## src/rtl/e203_exu_wbck_arb_pkg.sv

```systemverilog
// rtl/e203_exu_wbck_arb_pkg.sv - shared constants and helpers for the writeback arbiter
// Purpose: exception-flag width, default configuration and channel-index width helper.
package e203_exu_wbck_arb_pkg;

    localparam int FLAG_W      = 5;
    localparam int DEF_NCH     = 4;
    localparam int DEF_XLEN    = 32;
    localparam int DEF_RFIDX_W = 5;

    // Bits needed to index n channels (minimum 1 so a 2-channel build still has a pointer bit).
    function automatic int clog2(input int n);
        int w;
        w = 1;
        while ((1 << w) < n) begin
            w = w + 1;
        end
        return w;
    endfunction

endpackage

```

## src/rtl/e203_exu_wbck_arb_if.sv

```systemverilog
// rtl/e203_exu_wbck_arb_if.sv - writeback source channels and regfile write port bundle
// Purpose: groups the per-channel writeback requests, the regfile write port and the sticky flags.
// Signals:
//   wbck_i_valid/ready  per-channel handshake (NCH bits)
//   wbck_i_wdat         channel i data at [i*XLEN +: XLEN]
//   wbck_i_rdidx        channel i index at [i*RFIDX_W +: RFIDX_W]
//   wbck_i_flags        channel i exception flags at [i*FLAG_W +: FLAG_W]
//   rf_wbck_o_*         registered regfile write (valid/ready/wdat/rdidx)
//   fflags_o/fflags_clr sticky accumulated flags and their clear
// Modports: master = sources and regfile side, slave = arbiter.
interface e203_exu_wbck_arb_if
    import e203_exu_wbck_arb_pkg::*;
#(
    parameter int NCH     = DEF_NCH,
    parameter int XLEN    = DEF_XLEN,
    parameter int RFIDX_W = DEF_RFIDX_W
);
    logic [NCH-1:0]         wbck_i_valid;
    logic [NCH-1:0]         wbck_i_ready;
    logic [NCH*XLEN-1:0]    wbck_i_wdat;
    logic [NCH*RFIDX_W-1:0] wbck_i_rdidx;
    logic [NCH*FLAG_W-1:0]  wbck_i_flags;
    logic                   rf_wbck_o_valid;
    logic                   rf_wbck_o_ready;
    logic [XLEN-1:0]        rf_wbck_o_wdat;
    logic [RFIDX_W-1:0]     rf_wbck_o_rdidx;
    logic [FLAG_W-1:0]      fflags_o;
    logic                   fflags_clr;

    modport master (
        output wbck_i_valid, wbck_i_wdat, wbck_i_rdidx, wbck_i_flags,
        output rf_wbck_o_ready, fflags_clr,
        input  wbck_i_ready, rf_wbck_o_valid, rf_wbck_o_wdat, rf_wbck_o_rdidx, fflags_o
    );

    modport slave (
        input  wbck_i_valid, wbck_i_wdat, wbck_i_rdidx, wbck_i_flags,
        input  rf_wbck_o_ready, fflags_clr,
        output wbck_i_ready, rf_wbck_o_valid, rf_wbck_o_wdat, rf_wbck_o_rdidx, fflags_o
    );

endinterface

```

## src/rtl/e203_wbck_rr_arbiter.sv

```systemverilog
// rtl/e203_wbck_rr_arbiter.sv - NCH-way one-hot grant for the writeback arbiter
// Purpose: picks at most one requester per cycle.
//   E203_WBCK_RR_EN defined  : round-robin from pointer, pointer advances past the winner on adv.
//   E203_WBCK_RR_EN undefined: fixed priority, highest index wins, no state.
// Ports: clk, rst_n, adv (handshake this cycle; RR build only), req[NCH], grant[NCH].
module e203_wbck_rr_arbiter
    import e203_exu_wbck_arb_pkg::*;
#(
    parameter int NCH = DEF_NCH
) (
`ifdef E203_WBCK_RR_EN
    input  logic           clk,
    input  logic           rst_n,
    input  logic           adv,
`endif
    input  logic [NCH-1:0] req,
    output logic [NCH-1:0] grant
);

`ifdef E203_WBCK_RR_EN
    localparam int IDX_W = clog2(NCH);

    logic [IDX_W-1:0] ptr;
    logic [IDX_W-1:0] cand;
    logic [IDX_W-1:0] gidx;
    logic             found;

    // Scan from ptr upward with wrap; the first requester seen wins.
    always_comb begin
        grant = '0;
        gidx  = ptr;
        cand  = ptr;
        found = 1'b0;
        for (int off = 0; off < NCH; off++) begin
            cand = IDX_W'((int'(ptr) + off) % NCH);
            if (!found && req[cand]) begin
                found       = 1'b1;
                grant[cand] = 1'b1;
                gidx        = cand;
            end
        end
    end

    // Pointer moves only on an actual transfer so a stalled winner keeps its turn.
    always_ff @(posedge clk) begin
        if (!rst_n) begin
            ptr <= '0;
        end else if (adv) begin
            ptr <= (gidx == IDX_W'(NCH - 1)) ? '0 : gidx + IDX_W'(1);
        end
    end
`else
    always_comb begin
        grant = '0;
        for (int i = 0; i < NCH; i++) begin
            if (req[i]) begin
                grant    = '0;
                grant[i] = 1'b1;
            end
        end
    end
`endif

endmodule

```

## src/rtl/e203_exu_wbck_arb.sv

```systemverilog
// rtl/e203_exu_wbck_arb.sv - writeback arbiter: NCH sources into one registered regfile write port
// Purpose: grants one source per cycle into a single output register slot and accumulates
//          the accepted exception flags into a sticky fflags_o.
// Ports: clk, rst_n (synchronous, active-low), bus (e203_exu_wbck_arb_if.slave).
// Build option: E203_WBCK_RR_EN selects round-robin grant; default is fixed priority (high index wins).
module e203_exu_wbck_arb
    import e203_exu_wbck_arb_pkg::*;
#(
    parameter int NCH     = DEF_NCH,
    parameter int XLEN    = DEF_XLEN,
    parameter int RFIDX_W = DEF_RFIDX_W
) (
    input logic                clk,
    input logic                rst_n,
    e203_exu_wbck_arb_if.slave bus
);

    logic [NCH-1:0]     grant;
    logic               acc;
    logic               hs;
    logic               valid_q;
    logic [XLEN-1:0]    wdat_q;
    logic [RFIDX_W-1:0] rdidx_q;
    logic [FLAG_W-1:0]  fflags_q;
    logic [XLEN-1:0]    sel_wdat;
    logic [RFIDX_W-1:0] sel_rdidx;
    logic [FLAG_W-1:0]  sel_flags;

    e203_wbck_rr_arbiter #(.NCH(NCH)) u_arb (
`ifdef E203_WBCK_RR_EN
        .clk   (clk),
        .rst_n (rst_n),
        .adv   (hs),
`endif
        .req   (bus.wbck_i_valid),
        .grant (grant)
    );

    // Slot can take new data when empty or being drained this cycle.
    assign acc = ~valid_q | bus.rf_wbck_o_ready;
    assign bus.wbck_i_ready = grant & {NCH{acc}};
    // grant is nonzero only when its channel is valid, so this is the handshake.
    assign hs = (|grant) & acc;

    always_comb begin
        sel_wdat  = '0;
        sel_rdidx = '0;
        sel_flags = '0;
        for (int i = 0; i < NCH; i++) begin
            if (grant[i]) begin
                sel_wdat  = bus.wbck_i_wdat[i*XLEN +: XLEN];
                sel_rdidx = bus.wbck_i_rdidx[i*RFIDX_W +: RFIDX_W];
                sel_flags = bus.wbck_i_flags[i*FLAG_W +: FLAG_W];
            end
        end
    end

    always_ff @(posedge clk) begin
        if (!rst_n) begin
            valid_q  <= 1'b0;
            wdat_q   <= '0;
            rdidx_q  <= '0;
            fflags_q <= '0;
        end else begin
            if (hs) begin
                valid_q <= 1'b1;
                wdat_q  <= sel_wdat;
                rdidx_q <= sel_rdidx;
            end else if (bus.rf_wbck_o_ready) begin
                valid_q <= 1'b0;
            end

            // Clear and accept together: the new flags survive the clear.
            if (hs && bus.fflags_clr) begin
                fflags_q <= sel_flags;
            end else if (hs) begin
                fflags_q <= fflags_q | sel_flags;
            end else if (bus.fflags_clr) begin
                fflags_q <= '0;
            end
        end
    end

    assign bus.rf_wbck_o_valid = valid_q;
    assign bus.rf_wbck_o_wdat  = wdat_q;
    assign bus.rf_wbck_o_rdidx = rdidx_q;
    assign bus.fflags_o        = fflags_q;

endmodule
```

## src/flat_wrapper.sv

```systemverilog
// flat-port wrapper written by rule: the top's interface ports become plain ports
module e203_exu_wbck_arb_flat import e203_exu_wbck_arb_pkg::*;
#(
    parameter int NCH     = DEF_NCH,
    parameter int XLEN    = DEF_XLEN,
    parameter int RFIDX_W = DEF_RFIDX_W
)
  (clk, rst_n, bus_wbck_i_valid, bus_wbck_i_wdat, bus_wbck_i_rdidx, bus_wbck_i_flags, bus_rf_wbck_o_ready, bus_fflags_clr, bus_wbck_i_ready, bus_rf_wbck_o_valid, bus_rf_wbck_o_wdat, bus_rf_wbck_o_rdidx, bus_fflags_o);
  e203_exu_wbck_arb_if #(.NCH(NCH), .XLEN(XLEN), .RFIDX_W(RFIDX_W)) bus_i ();
  input logic clk;
  input logic rst_n;
  input wire logic [$bits(bus_i.wbck_i_valid)-1:0] bus_wbck_i_valid;
  input wire logic [$bits(bus_i.wbck_i_wdat)-1:0] bus_wbck_i_wdat;
  input wire logic [$bits(bus_i.wbck_i_rdidx)-1:0] bus_wbck_i_rdidx;
  input wire logic [$bits(bus_i.wbck_i_flags)-1:0] bus_wbck_i_flags;
  input wire logic [$bits(bus_i.rf_wbck_o_ready)-1:0] bus_rf_wbck_o_ready;
  input wire logic [$bits(bus_i.fflags_clr)-1:0] bus_fflags_clr;
  output wire logic [$bits(bus_i.wbck_i_ready)-1:0] bus_wbck_i_ready;
  output wire logic [$bits(bus_i.rf_wbck_o_valid)-1:0] bus_rf_wbck_o_valid;
  output wire logic [$bits(bus_i.rf_wbck_o_wdat)-1:0] bus_rf_wbck_o_wdat;
  output wire logic [$bits(bus_i.rf_wbck_o_rdidx)-1:0] bus_rf_wbck_o_rdidx;
  output wire logic [$bits(bus_i.fflags_o)-1:0] bus_fflags_o;
  assign bus_i.wbck_i_valid = bus_wbck_i_valid;
  assign bus_i.wbck_i_wdat = bus_wbck_i_wdat;
  assign bus_i.wbck_i_rdidx = bus_wbck_i_rdidx;
  assign bus_i.wbck_i_flags = bus_wbck_i_flags;
  assign bus_i.rf_wbck_o_ready = bus_rf_wbck_o_ready;
  assign bus_i.fflags_clr = bus_fflags_clr;
  assign bus_wbck_i_ready = bus_i.wbck_i_ready;
  assign bus_rf_wbck_o_valid = bus_i.rf_wbck_o_valid;
  assign bus_rf_wbck_o_wdat = bus_i.rf_wbck_o_wdat;
  assign bus_rf_wbck_o_rdidx = bus_i.rf_wbck_o_rdidx;
  assign bus_fflags_o = bus_i.fflags_o;
  e203_exu_wbck_arb #(.NCH(NCH), .XLEN(XLEN), .RFIDX_W(RFIDX_W)) u_core (.clk(clk), .rst_n(rst_n), .bus(bus_i));
endmodule
```

## config.mk

```make
export PLATFORM = sky130hd
export DESIGN_NAME = e203_exu_wbck_arb_flat
export DESIGN_NICKNAME = d
export VERILOG_FILES = /design/src/rtl/e203_exu_wbck_arb_pkg.sv /design/src/rtl/e203_exu_wbck_arb_if.sv /design/src/rtl/e203_wbck_rr_arbiter.sv /design/src/rtl/e203_exu_wbck_arb.sv /design/src/flat_wrapper.sv
export SDC_FILE = /design/constraint.sdc
export NUM_CORES = 1
export LEC_CHECK = 0
export ABC_CLOCK_PERIOD_IN_PS = 1400
export BUFFER_PORTS_ARGS = -buffer_cell sky130_fd_sc_hd__buf_2
export CORE_UTILIZATION = 37
export CTS_CLUSTER_SIZE = 14
export DETAILED_ROUTE_END_ITERATION = 12
export GPL_TIMING_DRIVEN = 0
export PLACE_DENSITY = 0.86
export SKIP_LAST_GASP = 1
export SLEW_MARGIN = 40
export SYNTH_ARGS = -nofsm -noshare
export SYNTH_HDL_FRONTEND = slang
export SYNTH_SLANG_ARGS = --single-unit
```

## constraint.sdc

```tcl
create_clock -name clk -period 1.4 [get_ports clk]
set_input_delay 0.28 -clock clk [delete_from_list [all_inputs] [get_ports clk]]
set_output_delay 0.28 -clock clk [all_outputs]
set_load 0.05 [all_outputs]
```

* Word-level counts from Yosys, hierarchy flattened
Index checks and enable logic that the tools add are counted.
Word-level totals: bits in registers 43, input bits 176, output and inout bits 47, word-level logic and storage cells 34
Cells by class: mux-type cells 21, bitwise logic cells 5, reduce and logical (&&, ||, !) cells 4
Operators by type and width (number):
- two-way mux 32 bit | 4
- two-way mux 5 bit | 11
- two-way mux 4 bit | 3
- bitwise OR 5 bit | 1
- AND 4 bit | 1
- OR reduction 4 bit | 1
- two-way mux 1 bit | 3
- nonzero test 3 bit | 1
- nonzero test 2 bit | 1
- AND 1 bit | 1
- logical AND 1 bit | 1
- NOT 1 bit | 1
- bitwise OR 1 bit | 1

* Longest topological paths before layout
Gate-level depths: netlist of the first run.
word-level depth 11, depth in mapped cells 6, depth with buffers taken out 3

* Hierarchy
A second synthesis of the first run with hierarchy kept.
Second synthesis, totals: cells, all modules 277, area total of the unflattened synthesis 2399.8 um^2
By module, submodules not included:
- e203_exu_wbck_arb | instances 1, cells each 273, area each 2363.5 um^2, sequential area each 860.8 um^2
- e203_wbck_rr_arbiter | instances 1, cells each 4, area each 36.3 um^2, sequential area each 0.0 um^2

* Worst setup path after synthesis of the first run
OpenSTA, ideal clock, no wires.
path type register to output, start register u_core.valid_q, in the netlist u_core.bus.rf_wbck_o_valid, end output port bus_wbck_i_ready[1], arrival time 2.559 ns, required time 1.120 ns, path slack -1.439 ns, cell stages (with the launch flop) 4, buffers on the path 1, path through dfxtp_1 > and2b_4 > clkbuf_1 > nor4b_1
Between the ends: cells in the longest elaborated chain, start to end 3
RTL lines:
- start, declared | line e203_exu_wbck_arb.sv:21 | logic valid_q;
- start signal, assigned | line e203_exu_wbck_arb.sv:60 | valid_q <= 1'b0;
- start signal, assigned | line e203_exu_wbck_arb.sv:66 | valid_q <= 1'b1;
- start signal, assigned | line e203_exu_wbck_arb.sv:70 | valid_q <= 1'b0;
- NOT 1 bit | line e203_exu_wbck_arb.sv:40 | assign acc = ~valid_q | bus.rf_wbck_o_ready;
- bitwise OR 1 bit | line e203_exu_wbck_arb.sv:40
- AND 4 bit | line e203_exu_wbck_arb.sv:41 | assign bus.wbck_i_ready = grant & {NCH{acc}};
- end, declared | line flat_wrapper.sv:18 | output wire logic [$bits(bus_i.wbck_i_ready)-1:0] bus_wbck_i_ready;
No other way between the ends.

* Worst setup path after layout of the first run
Same ends and word-level chain as after synthesis.

==> results of run 1 <==
==> layout make-up <==
cell class	instances	area (um2)	area share, %
multi-input cells	266	2000	42.0
flip-flops and latches	43	865	18.1
repair buffers	239	1350	28.4
clock buffers	5	68.8	1.44
plain buffers	45	328	6.87
well taps	102	128	2.68
clock inverters	3	23.8	0.499
==> logic make-up after synthesis <==
kind of cell    after synthesis  synth area share, %
compound gates              167                 41.0
simple gates                 99                 23.1
buf+inv                      45                 7.85
flops                        43                 28.0
==> routing by layer <==
| layer | track usage, % | vias to the layer above | part of all wire [%] |
|---|---|---|---|
| met4 | 10.3 | 0 | 2.0 |
| met2 | 48.6 | 196 | 51 |
| li1 | - | 1863 | - |
| met5 | 0 | - | 0 |
| met3 | 4.96 | 24 | 6.1 |
| met1 | 32.1 | 1913 | 41 |
==> where the power goes <==
| group | switching (W) | leakage, nW | internal [W] | total (W) |
|---|---|---|---|---|
| Clock | 0.000482 | 0.0486 | 0.000359 | 0.000841 |
| Sequential | 0.0000636 | 0.359 | 0.00134 | 0.00140 |
| Combinational | 0.000951 | 2.02 | 0.000673 | 0.00162 |
| Total | 0.00150 | 2.42 | 0.00237 | 0.00387 |
==> state kept, by name, indices dropped and copies added (netlist names) <==
| signal | flops |
|---|---|
| u_core.bus.rf_wbck_o_wdat | 32 |
| u_core.bus.fflags_o | 5 |
| u_core.bus.rf_wbck_o_rdidx | 5 |
| u_core.bus.rf_wbck_o_valid | 1 |
==> worst min-delay path by stage <==
stage,from,end
detailed placement,u_core.bus.rf_wbck_o_wdat[15]$_SDFFE_PN0P_,u_core.bus.rf_wbck_o_wdat[15]$_SDFFE_PN0P_
floorplan,bus_rf_wbck_o_ready,u_core.bus.rf_wbck_o_valid$_SDFFE_PN0P_
global placement,u_core.bus.rf_wbck_o_wdat[27]$_SDFFE_PN0P_,u_core.bus.rf_wbck_o_wdat[27]$_SDFFE_PN0P_
global route,bus_wbck_i_wdat[20],u_core.bus.rf_wbck_o_wdat[20]$_SDFFE_PN0P_
CTS,bus_wbck_i_rdidx[0],u_core.bus.rf_wbck_o_rdidx[0]$_SDFFE_PN0P_
finish,bus_wbck_i_wdat[28],u_core.bus.rf_wbck_o_wdat[28]$_SDFFE_PN0P_
==> metrics by stage <==
| step | power [W] | utilization (%) | setup TNS, ps | hold slack [ps] |
|---|---|---|---|---|
| 6_report | 0.00387 | 60.5 | -3300 | 334 |
| 5_1_grt | 0.00404 | 60.5 | -4120 | 331 |
| 4_1_cts | 0.00381 | 59.0 | -2420 | 329 |
| 3_5_place_dp | 0.00292 | 55.2 | -14510 | 516 |
| 3_3_place_gp | 0.00288 | 55.2 | -13410 | 511 |
| 2_1_floorplan | 0.00240 | - | -715 | 501 |
==> what timing repair did <==
item,CTS,global route
endpoints found under the setup margin,36,40
hold endpoints to repair,0,0
pin swaps,4,1
setup buffers,8,8
resized for setup,31,3
gates cloned,1,2
==> Yosys cell counts, types with 2 or more instances <==
cell type	n	share of area [%]
o221a_1	42	15
a21o_1	3	0.73
buf_1	3	0.37
and2_1	3	0.61
nand3b_1	42	10
a221o_1	2	0.65
buf_6	7	2.6
dfxtp_1	43	28
nand2_1	2	0.24
clkbuf_1	21	2.6
a211oi_1	2	0.49
a211o_1	37	11
nor2b_1	46	9.4
a21oi_1	80	13
buf_2	13	2.1
==> worst min-delay path: stages <==
cell     delay, ps
buf_2           80
a211o_1        100
o221a_1        160
==> flow_summary.ini, run 1 <==
[timing]
fin_ws_ps = -296
final_hold_viol_count = 0
period_needed_ps = 1700
finalCritPeriodShare_pct = 121
relSlewSlack_pct = 64.1
worstMarginPinSlew_ps = 538
finClkSkew_ps = 7.23
setup_viol = 31
fmax_mhz = 589
rsz0062_at_grt = yes
final_max_slew_viol_count = 0

[placed_design]
dp_slack_ps = -392
place_area_um2 = 4360
io_buffers = 220
place_congestion = 0.913
hpwl_mm = 9.17
dp.cells = 676

[routing]
firstDrtPassIters = 4
vias = 3996
drc = 0
final_antenna_net_count = 0
drtIter0Drc = 145
via_per_inst = 5.68
wl_mm = 12.6
wl_per_cell_um = 17.9

[floorplanning]
die_area_um2 = 8680
coreArea_um2 = 7890
fp.dieW_um = 93.2
dieHeight_um = 93.2
start_util_pct = 39.0
fp-row-count = 32
ioPinCount = 223

[logic_synthesis]
synth-warning-count = 0
syn_avg_cell_area_um2 = 8.69
synth_edf_count = 0
yosysSeqAreaShare_pct = 28.0
syn-cell-area_um2 = 3080
yosysUniqueCellTypes = 23
synthArstFlopShare_pct = 0
syn_inst = 354
synth_flop_cell = dfxtp_1
ys_seq_elements = 43
synth_nets = 530

[setup_path]
r2r_start = u_core.bus.rf_wbck_o_valid$_SDFFE_PN0P_
start_kind = flop
critPathCapture = bus_wbck_i_ready[1]
ff2ff_path_depth = 6
end_kind = output pin
cpPeakStageDelay_ps = 350
ff2ff_setup_slack_ps = -210
crit_slowest_cell = dfxtp_4
arrival_ps = 1420
cp_max_fo = 2
crit_chain = and2b_4, clkbuf_16, nor4b_4, buf_6
r2r_end = u_core.bus.rf_wbck_o_wdat[20]$_SDFFE_PN0P_
worstPathRequired_ps = 1120
cp_top_family = simple AND/OR/NAND/NOR gates
cp_num_buf_inv = 2
cp.depth = 4
path_class = flop to output pin
startpoint = u_core.bus.rf_wbck_o_valid$_SDFFE_PN0P_

[global_routing]
grt_max_degree = 16
antenna_found_initial = 0
grt_pass1_wl_mm = 18.5
gr-total-overflow = 0
grt_pass1_vias = 3801
grtUsageTotal_pct = 27.2

[job]
maxCapViolCount = 0

[cts]
clock_latency_ps = 300
ctsLongestPathBuffers = 2
cts_buffers = 5
cts_tree = built
postCtsHoldBufs = 0
clkSlewWorstSetupHoldPaths_ps = 100
cts.sinks = 43
root_buffer = clkbuf_8
htree_levels = 2

[layout]
drive_gt1_share_pct = 47.1
fillers = 716
final_common_cell = buf_2
layout_common_cells = buf_2, a21oi_1, nor2b_1
stdcell_count = 703
n_antenna_cell = 0
nNetsFinal = 776
design_area_um2 = 4770
synthToLayoutAreaGrowth_pct = 55.0

[pwr]
vdd_ir_drop_max_mv = 0.392
cellPowerDensity_nw_per_um2 = 811
leakage_nw = 2.42

[worst_hold_path]
whs_path_depth = 3
hold_path.class = input pin to flop

[outcome]
status = complete, but fails checks
violations = negative setup slack
(Power assumes the default switching activity.)
==> run 2, diff against run 1 <==
--- a/config.mk
+++ b/config.mk
@@ -7,10 +7,10 @@
 export LEC_CHECK = 0
 export ABC_CLOCK_PERIOD_IN_PS = 1400
 export BUFFER_PORTS_ARGS = -buffer_cell sky130_fd_sc_hd__buf_2
+export CORE_MARGIN = 5
 export CORE_UTILIZATION = 37
 export CTS_CLUSTER_SIZE = 14
 export DETAILED_ROUTE_END_ITERATION = 12
-export GPL_TIMING_DRIVEN = 0
 export PLACE_DENSITY = 0.86
 export SKIP_LAST_GASP = 1
 export SLEW_MARGIN = 40
==> run 2 against run 1 <==
  * The run still ends with negative setup slack left
  * Clock-buffer cell count is 1 higher
  * Non-clock buffer count is 40 lower
  * Register-to-register slack better by 220 ps
  * Worst hold slack worse by 21 ps
  * Clock power is 20% higher
  * Worst setup slack better by 72 ps
  * Combinational power is 6% lower
  * Sequential power hardly changed
  * Fmax is 4.4% higher
  * Die area is 18% higher
  * Critical endpoint unchanged
  * Largest power group unchanged
==> flow_summary.ini, run 2 (synthesized netlist as in run 1, its figures left out) <==
[routing]
via_per_inst = 5.59
wl_per_cell_um = 17.3
firstDrtPassIters = 4
drc = 0
drtIter0Drc = 134
vias = 3726
final_antenna_net_count = 0
wl_mm = 11.5

[floorplanning]
die_area_um2 = 10200
fp-row-count = 33
ioPinCount = 223
dieHeight_um = 101
coreArea_um2 = 8180
fp.dieW_um = 101
start_util_pct = 37.6

[pwr]
power_w = 0.00395
leakage_nw = 2.30
cellPowerDensity_nw_per_um2 = 864
vdd_ir_drop_max_mv = 0.400

[placed_design]
place_congestion = 0.866
dp_slack_ps = -250
place_area_um2 = 4300
io_buffers = 222
hpwl_mm = 8.62

[setup_path]
ff2ff_path_depth = 5
startpoint = u_core.bus.rf_wbck_o_valid$_SDFFE_PN0P_
cp.depth = 4
crit_chain = and2b_4, buf_6, nor4b_4, buf_6
critPathCapture = bus_wbck_i_ready[1]
cp_num_buf_inv = 2
cpPeakStageDelay_ps = 350
end_kind = output pin
path_class = flop to output pin
worstPathRequired_ps = 1120
cp_max_fo = 2
ff2ff_setup_slack_ps = 10
r2r_start = u_core.bus.rf_wbck_o_valid$_SDFFE_PN0P_
crit_slowest_cell = dfxtp_4
arrival_ps = 1340
r2r_end = u_core.bus.rf_wbck_o_wdat[23]$_SDFFE_PN0P_
start_kind = flop
cp_common_cell = buf_6
cp_top_family = simple AND/OR/NAND/NOR gates

[global_routing]
gr-total-overflow = 0
grt_pass1_wl_mm = 17.8
antenna_found_initial = 1
grt_pass1_vias = 3798
grt_max_degree = 49
grtUsageTotal_pct = 21.1

[layout]
synthToLayoutAreaGrowth_pct = 48.5
drive_gt1_share_pct = 47.0
n_antenna_cell = 0
design_area_um2 = 4570
nNetsFinal = 737
largest_register_ffs = 32
layout_common_cells = buf_2, a21oi_1, nor2b_1
final_common_cell = buf_2

[cts]
cts_tree = built
ctsLongestPathBuffers = 2
clock_latency_ps = 290
cts.sinks = 43
postCtsHoldBufs = 0
root_buffer = clkbuf_8
cts_buffers = 5
htree_levels = 2
clkSlewWorstSetupHoldPaths_ps = 90

[timing]
finalCritPeriodShare_pct = 116
fmax_mhz = 615
final_hold_viol_count = 0
relSlewSlack_pct = 67.7
rsz0062_at_grt = yes
fin_ws_ps = -225
final_max_slew_viol_count = 0
worstMarginPinSlew_ps = 481
tns_ps = -582
period_needed_ps = 1620
setup_viol = 5
finClkSkew_ps = 7.18

[job]
maxCapViolCount = 0

[worst_hold_path]
hold_path.class = input pin to flop

[outcome]
violations = negative setup slack
status = complete, but fails checks
[run 2: worst register-to-register path, stage by stage (launching register included)]
cell and delay (ps):
dfxtp_4 350, and2b_4 160, buf_6 110, buf_4 200, a211o_1 270, o221a_1 200
[run 2: through the flow]
step                      std cells  util (%)  hold WS (ps)
after floorplan                 354         -           501
after global placement          653      52.3           511
after detailed placement        654      52.6           515
after CTS                       668      55.6           307
after global routing            667      55.9           307
final                           667      55.9           313
[run 2: metal layers]
| layer | global-route usage (%) | part of all wire, % | up-vias |
|---|---|---|---|
| met2 | 39.3 | 51 | 157 |
| met3 | 5.30 | 8.0 | 23 |
| met4 | 6.65 | 2.2 | 2 |
| li1 | - | - | 1776 |
| met1 | 23.4 | 38 | 1768 |
| met5 | 0 | 0.11 | - |
[run 2: where the power goes]
| part | internal (W) | switching (W) |
|---|---|---|
| combinational | 0.000627 | 0.000904 |
| sequential | 0.00134 | 0.0000647 |
| clock | 0.000578 | 0.000434 |
| total | 0.00254 | 0.00140 |
[run 2: layout make-up]
| type | count | area [um2] |
|---|---|---|
| clock buffers | 6 | 82.6 |
| clock inverters | 2 | 35.0 |
| fillers | 760 | 3610 |
| multi-input cells | 267 | 2020 |
| flip-flops and latches | 43 | 865 |
| well taps | 105 | 131 |
| repair buffers | 244 | 1440 |
[run 2: worst min path at each step]
stage	end	depth (start not counted)	from	slack, ps
floorplan	u_core.bus.rf_wbck_o_valid$_SDFFE_PN0P_	2	bus_rf_wbck_o_ready	500
global placement	u_core.bus.rf_wbck_o_wdat[28]$_SDFFE_PN0P_	1	u_core.bus.rf_wbck_o_wdat[28]$_SDFFE_PN0P_	510
detailed placement	u_core.bus.rf_wbck_o_wdat[1]$_SDFFE_PN0P_	1	u_core.bus.rf_wbck_o_wdat[1]$_SDFFE_PN0P_	510
CTS	u_core.bus.rf_wbck_o_valid$_SDFFE_PN0P_	3	bus_rf_wbck_o_ready	310
global route	u_core.bus.rf_wbck_o_valid$_SDFFE_PN0P_	3	bus_rf_wbck_o_ready	310
finish	u_core.bus.rf_wbck_o_valid$_SDFFE_PN0P_	3	bus_rf_wbck_o_ready	310
[run 2: repair_timing]
| item | CTS | global route |
|---|---|---|
| endpoints found under the setup margin | 30 | 41 |
| pin swaps | 2 | 0 |
| hold endpoints to repair | 0 | 0 |
| setup buffers | 5 | 1 |
| gates cloned | 1 | 0 |
| resized for setup | 19 | 12 |
